==> src/rtl/prod_div_pkg.sv <==
// Shared types and constants for the sequential product divider.
package prod_div_pkg;

  typedef enum logic [1:0] {
    IDLE = 2'd0,
    BUSY = 2'd1,
    DONE = 2'd2
  } state_t;

  localparam int OW_DEF = 16;

  localparam logic [OW_DEF-1:0] SAT_ONES = {OW_DEF{1'b1}};

endpackage

==> src/rtl/prod_div_step.sv <==
// One restoring-division iteration: shift in a dividend bit, compare, conditionally subtract.
module prod_div_step #(
  parameter int OW = 16
) (
  input  logic [OW-1:0] rem,
  input  logic          bit_in,
  input  logic [OW-1:0] divisor,
  output logic [OW-1:0] rem_next,
  output logic          qbit
);

  logic [OW:0] wide;

  assign wide = {rem, bit_in};

  // The difference always fits in OW bits because rem < divisor on entry.
  always_comb begin
    rem_next = wide[OW-1:0];
    qbit     = 1'b0;
    if (wide >= {1'b0, divisor}) begin
      rem_next = wide[OW-1:0] - divisor;
      qbit     = 1'b1;
    end else begin
      rem_next = wide[OW-1:0];
      qbit     = 1'b0;
    end
  end

endmodule

==> src/rtl/prod_div_seq.sv <==
// Sequential restoring divider: 2*OW-bit product / OW-bit operand, one quotient bit per clock.
// Optional PROD_DIV_EARLY_EXIT_EN finishes early once the remaining work is all zeros.
module prod_div_seq
  import prod_div_pkg::*;
#(
  parameter int OW    = OW_DEF,
  parameter int CNT_W = 5
) (
  input  logic            clk,
  input  logic            rst,
  input  logic            in_valid,
  output logic            in_ready,
  input  logic [2*OW-1:0] p_in,
  input  logic [OW-1:0]   y_in,
  output logic            out_valid,
  input  logic            out_ready,
  output logic [OW-1:0]   q_out,
  output logic [OW-1:0]   r_out,
  output logic            ovf,
  output logic            dbz
);

  state_t state;
  state_t state_nxt;

  logic [OW-1:0]    rem;
  logic [OW-1:0]    shreg;
  logic [OW-1:0]    divisor;
  logic [CNT_W-1:0] cnt;
  logic [OW-1:0]    rem_next;
  logic             qbit;
  logic             early;
  logic             y_zero;
  logic             too_big;

  assign y_zero  = (y_in == {OW{1'b0}});
  assign too_big = (p_in[2*OW-1:OW] >= y_in);

  prod_div_step #(.OW(OW)) u_step (
    .rem      (rem),
    .bit_in   (shreg[OW-1]),
    .divisor  (divisor),
    .rem_next (rem_next),
    .qbit     (qbit)
  );

  // shreg holds unconsumed dividend bits on top and finished quotient bits below.
  always_comb begin
    early = 1'b0;
`ifdef PROD_DIV_EARLY_EXIT_EN
    if ((rem == {OW{1'b0}}) && ((shreg & ~({OW{1'b1}} >> cnt)) == {OW{1'b0}})) begin
      early = 1'b1;
    end else begin
      early = 1'b0;
    end
`endif
  end

  // Next-state decode.
  always_comb begin
    state_nxt = state;
    case (state)
      IDLE: begin
        if (in_valid) begin
          if (y_zero || too_big) begin
            state_nxt = DONE;
          end else begin
            state_nxt = BUSY;
          end
        end else begin
          state_nxt = IDLE;
        end
      end
      BUSY: begin
        if (early || (cnt == CNT_W'(1))) begin
          state_nxt = DONE;
        end else begin
          state_nxt = BUSY;
        end
      end
      DONE: begin
        if (out_ready) begin
          state_nxt = IDLE;
        end else begin
          state_nxt = DONE;
        end
      end
      default: state_nxt = IDLE;
    endcase
  end

  // State register and datapath; handshake flags are registered from the next state.
  always_ff @(posedge clk) begin
    if (rst) begin
      state     <= IDLE;
      in_ready  <= 1'b1;
      out_valid <= 1'b0;
      rem       <= {OW{1'b0}};
      shreg     <= {OW{1'b0}};
      divisor   <= {OW{1'b0}};
      cnt       <= {CNT_W{1'b0}};
      q_out     <= {OW{1'b0}};
      r_out     <= {OW{1'b0}};
      ovf       <= 1'b0;
      dbz       <= 1'b0;
    end else begin
      state     <= state_nxt;
      in_ready  <= (state_nxt == IDLE);
      out_valid <= (state_nxt == DONE);
      case (state)
        IDLE: begin
          if (in_valid) begin
            divisor <= y_in;
            if (y_zero) begin
              q_out <= {OW{1'b1}};
              r_out <= p_in[OW-1:0];
              dbz   <= 1'b1;
              ovf   <= 1'b0;
            end else if (too_big) begin
              q_out <= {OW{1'b1}};
              r_out <= {OW{1'b0}};
              dbz   <= 1'b0;
              ovf   <= 1'b1;
            end else begin
              rem   <= p_in[2*OW-1:OW];
              shreg <= p_in[OW-1:0];
              cnt   <= CNT_W'(OW);
            end
          end
        end
        BUSY: begin
          if (early) begin
            q_out <= shreg << cnt;
            r_out <= rem;
            ovf   <= 1'b0;
            dbz   <= 1'b0;
            cnt   <= {CNT_W{1'b0}};
          end else begin
            rem   <= rem_next;
            shreg <= {shreg[OW-2:0], qbit};
            cnt   <= cnt - CNT_W'(1);
            if (cnt == CNT_W'(1)) begin
              q_out <= {shreg[OW-2:0], qbit};
              r_out <= rem_next;
              ovf   <= 1'b0;
              dbz   <= 1'b0;
            end
          end
        end
        DONE: begin
          divisor <= divisor;
        end
        default: begin
          divisor <= divisor;
        end
      endcase
    end
  end

endmodule

==> config.mk <==
export PLATFORM = sky130hd
export DESIGN_NAME = prod_div_seq
export DESIGN_NICKNAME = d
export VERILOG_FILES = /design/src/rtl/prod_div_pkg.sv /design/src/rtl/prod_div_step.sv /design/src/rtl/prod_div_seq.sv
export SDC_FILE = /design/constraint.sdc
export NUM_CORES = 1
export LEC_CHECK = 0
export CAP_MARGIN = 5
export CORE_MARGIN = 4
export CORE_UTILIZATION = 29
export DETAILED_ROUTE_END_ITERATION = 6
export SYNTH_ARGS = -nofsm -noshare
export SYNTH_HDL_FRONTEND = slang
export SYNTH_SLANG_ARGS = --single-unit
==> constraint.sdc <==
create_clock -name clk -period 7 [get_ports clk]
set_input_delay 1.4 -clock clk [delete_from_list [all_inputs] [get_ports clk]]
set_output_delay 1.4 -clock clk [all_outputs]
set_load 0.1 [all_outputs]
# After elaboration in Yosys (flattened, before gate mapping)
# Cells that the tools add are included.
# classes
n_lt_le_gt_ge	2
mux	38
add_sub_neg	2
n_reduce_logical	8
eq_ne	9
# op_table
cell	n
$mux 16	15
$pmux 16 s2	4
$ge 17x16->1	1
$ge 16x16->1	1
$logic_not 16->1	1
$sub 16x16->16	1
$mux 5	3
$pmux 5 s2	1
$mux 1	8
$mux 2	4
$ne 2x2->1 const B	4
$reduce_and 4->1	2
$pmux 2 s3	1
$eq 5x1->1 const B	1
$sub 5x1->5 const B	1
$eq 2x2->1 const B	2
$logic_not 2->1	2
$pmux 1 s2	2
$ne 3x3->1 const B	1
$eq 2x1->1 const B	1
$reduce_and 2->1	1
$reduce_bool 2->1	1
$logic_or 1x1->1	1
# word_totals
in_bits	52
word_cells	70
register_bits	91

# Longest topological paths before layout
# depth
word_depth	6
mapped_depth	11

# Modules after synthesis
# A second synthesis with hierarchy kept.
# hier_totals
hier_cells	763
area_unflattened_um2	5765.5
# by_module_without_submodules
module	area_each_um2	cells_per_inst	n_inst	seq_area_each_um2
prod_div_seq	4600.7	607	1	1821.7
prod_div_step	1164.9	156	1	0.0

# Least setup slack after synthesis
# Ideal clock, no wire load.
# synth_timing
path_kind	input to register
start	in y_in[13]
end	reg rem[15]
arrival_time_ps	3312
path_stages	10
slack_ps	3556
cell_sequence	inv_1 > ha_1 > a211oi_1 > nor2_1 > a2111oi_4 > o211ai_4 > o21a_1 > buf_6 > a222oi_1 > a21oi_1
# synth_between
elab_chain_len	3
elab_cells_between_ends	5
classes_between	order compare: 1; eq/ne: 2; reduce/logical: 2
# synth_rtl
item	line	text
start: declaration	prod_div_seq.sv:14	input logic [OW-1:0] y_in,
$ge 16x16->1 or $logic_not 16->1 (tied branches)	prod_div_seq.sv:37, prod_div_seq.sv:36	
$ne 2x2->1 (no line)	n/a	
$reduce_and 4->1 (no line) (*)	n/a	
end signal: assignment	prod_div_seq.sv:98	rem <= {OW{1'b0}};
end signal: assignment	prod_div_seq.sv:125	rem <= p_in[2*OW-1:OW];
end signal: assignment	prod_div_seq.sv:139	rem <= rem_next;
end: declaration	prod_div_seq.sv:26	logic [OW-1:0] rem;
# Every way passes the cells marked *; elsewhere a longest branch is shown, timed or not.
# A chain may end at the register's enable or synchronous reset.

# Worst setup path after layout
# layout_timing
start	in p_in[16]
end	reg rem[15]
# layout_between
elab_chain_len	3
# layout_rtl
item	line	text
start: declaration	prod_div_seq.sv:13	input logic [2*OW-1:0] p_in,
$ge 16x16->1	prod_div_seq.sv:37	assign too_big = (p_in[2*OW-1:OW] >= y_in);
$ne 2x2->1 (no line)	n/a	
$reduce_and 4->1 (no line)	n/a	
# No other way between the ends.

==> results.yml <==
finish:
  finalNonFillerCells: 911
  area_growth_syn_to_layout_pct: 26.0
  fin_util_pct: 37.6
  num_antenna_cells: 0
  fillers: 1755
  final_nets: 773
  drive_gt1_share_pct: 5.21
sta:
  period_minus_slack_ns: 4.36
  relSlewSlack_pct: 25.9
  period_share_pct: 62.3
  hold_viol: 0
  drv_slew: 0
  setup_violations: 0
  skew_ns: 0.0135
  rsz0062_at_grt: "no"
  tns_ns: 0
  timing.fmax_ghz: 0.229
  worst_pin_slew_ns: 1.11
critical_path:
  end_kind: "flip-flop"
  worstSetupPathType: "in2reg"
  path_max_fanout: 20
  cp_top_family: "compound AO/OA/AOI/OAI gates"
  crit_arrival_ns: 4.55
  setup.worst_path.start_class: "input port"
  cpPeakStageDelay_ns: 0.60
  cp_common_cell: "o21a_1"
  cp_num_buf_inv: 2
  slowest_stage: "a222oi_1"
  crit_required_ns: 7.19
  path_cells: "clkdlybuf4s50_1, inv_1, ha_1, nand2b_1, a2111oi_0, o21a_1, o211ai_4, o21a_1, a222oi_1, a21oi_1"
floorplan:
  dieWidth_um: 139
  coreArea_um2: 16700
  dieArea_um2: 19400
  io_pins: 88
  start_util_pct: 29.9
  fp-row-count: 47
  dieHeight_um: 139
clock_tree:
  cts_hold_buf: 0
  clk_latency_ns: 0.35
  cts_setup_buffers: 0
  cts_max_level: 3
  post_cts_resized: 0
  tritoncts: "built"
  clkSinkCount: 91
  cts_max_path_buffers: 2
  clock-root-buffer: "clkbuf_16"
  cts_made_buffers: 9
  clk_pin_slew_ns: 0.06
synth:
  syn_area_per_cell_um2: 8.03
  synth-edff-count: 0
  synth_commonest_cells: "96 x nor2_1, 91 x dfxtp_1, 61 x nand2_1"
  ys_seq_elements: 91
  synth_area_um2: 4990
  synth.top_cell.area_share_pct: 36.5
  synth_area_leaders: "dfxtp_1 37%, ha_1 8.5%, nor2_1 7.2%"
  synth.distinct_cells: 57
  syn-num-nets: 708
  synthCells: 621
  async_reset_ff_share_pct: 0
  synth_most_common_cell: "nor2_1"
  synthFlopType: "dfxtp_1"
  yosys_warnings: 0
  seq_area_frac_synth_pct: 36.5
  synth_top_area_cell: "dfxtp_1"
placed_design:
  hpwl_um: 11100
  gp_congestion: 0.875
  port_buffers: 87
  dp_cells: 895
detailed_routing:
  drc_errors: 0
  drtIter0Drc: 333
  drt_pass1_iterations: 6
  dr_total_vias: 4543
  wl_per_cell_um: 16.4
  ant_nets: 0
  routed_wl_um: 15000
  vias_per_cell: 4.99
power:
  power_leakage_uw: 0.00234
  p_per_area_nw_per_um2: 333
  peakVddDrop_mv: 0.182
grt:
  global_route.usage.total_pct: 15.3
  gr-total-overflow: 0
  grt_max_degree: 90
  grt_pass1_wl_um: 24000
  grt_pass1_vias: 4498
  antenna_found_initial: 0
run_status:
  status: "finished, final reports clean"
flow_run:
  cap_violations: 0
worst_hold_path:
  min_path_type: "reg2reg"
-- where the power goes --
| group | switching (µW) | total (µW) | internal, µW |
|---|---|---|---|
| Sequential | 51.9 | 643 | 591 |
| Clock | 218 | 498 | 280 |
| Combinational | 627 | 953 | 326 |
| Total | 897 | 2090 | 1200 |
-- flip-flops by register name (all words and copies together), names as in the netlist, 2 cells and up --
signal / cells
divisor: 16
q_out: 16
r_out: 16
rem: 16
shreg: 16
cnt: 5
state: 2
-- worst reg2reg max path, cell delays in order, from the launching register on --
cell	delay (ns)
dfxtp_1	0.42
ha_1	0.31
a21oi_1	0.24
o21ai_0	0.11
a21o_1	0.22
nor3b_1	0.23
a21boi_1	0.78
nor3_1	0.10
o21ai_0	0.48
a311oi_1	0.16
-- stage by stage --
step	total power, µW	hold slack [ns]	setup WS, ns	cell area [µm²]
2_1_floorplan	1370	0.436	3.56	4990
6_report	2090	0.457	2.64	6280
5_1_grt	2230	0.479	2.43	6280
3_5_place_dp	1600	0.448	2.30	5980
3_3_place_gp	1600	0.445	2.33	5980
4_1_cts	2100	0.456	2.65	6280
-- layout by cell type (no fill, tap or decap), types with 3 or more instances in the layout --
cell / count
a211oi_1: 23
nor2_1: 96
xnor2_1: 10
o22ai_1: 3
a22oi_1: 19
nor4_1: 19
a21oi_1: 51
o211ai_1: 3
a311oi_1: 13
nand3b_1: 3
nand3_1: 14
inv_1: 41
mux2i_1: 3
a21o_1: 12
nand2_1: 61
nand2b_1: 9
nor2b_1: 4
buf_4: 3
nand4_1: 5
o21a_1: 3
o21ai_0: 18
or3_1: 3
xor2_1: 4
dfxtp_1: 91
ha_1: 34
clkdlybuf4s50_1: 86
nor3_1: 5
clkbuf_16: 9
-- layout make-up --
class	instances	area [µm²]	share of cell area (%)
repair buffers	90	888	14.1
inverters	41	154	2.45
flip-flops and latches	91	1820	29.0
well taps	220	275	4.38
clock buffers	10	229	3.64
multi-input cells	453	2840	45.3
clock inverters	6	71.3	1.14
-- path summary, 6_finish.rpt --
kind	slack, ns	from	cells past startpoint	to
setup / recovery	2.64	p_in[16]	10	rem[15]
hold / removal	0.46	divisor[10]	2	divisor[10]
setup reg to reg	3.80	rem[9]	9	r_out[6]
hold reg to reg	0.46	divisor[10]	2	divisor[10]
-- cell families (layout without fill, tap and decap cells) --
group           after synthesis  count (layout)  share of synthesized area (%)
simple gates                233             233                           21.4
compound gates              168             168                           23.5
flops                        91              91                           36.5
buf+inv                      77             147                           6.55
fa+ha+maj                    35              35                           8.93
xor+xnor                     14              14                           2.46
mux                           3               3                          0.602
-- per-layer routing --
| metal | share of wire [%] | track usage (%) | vias up |
|---|---|---|---|
| met2 | 50 | 26.8 | 96 |
| met4 | 2.3 | 5.25 | 0 |
| met1 | 44 | 19.2 | 2088 |
| met3 | 3.3 | 2.52 | 20 |
| met5 | 0 | 0 | - |
| li1 | - | - | 2339 |
Power figures use the tool's default switching activity.
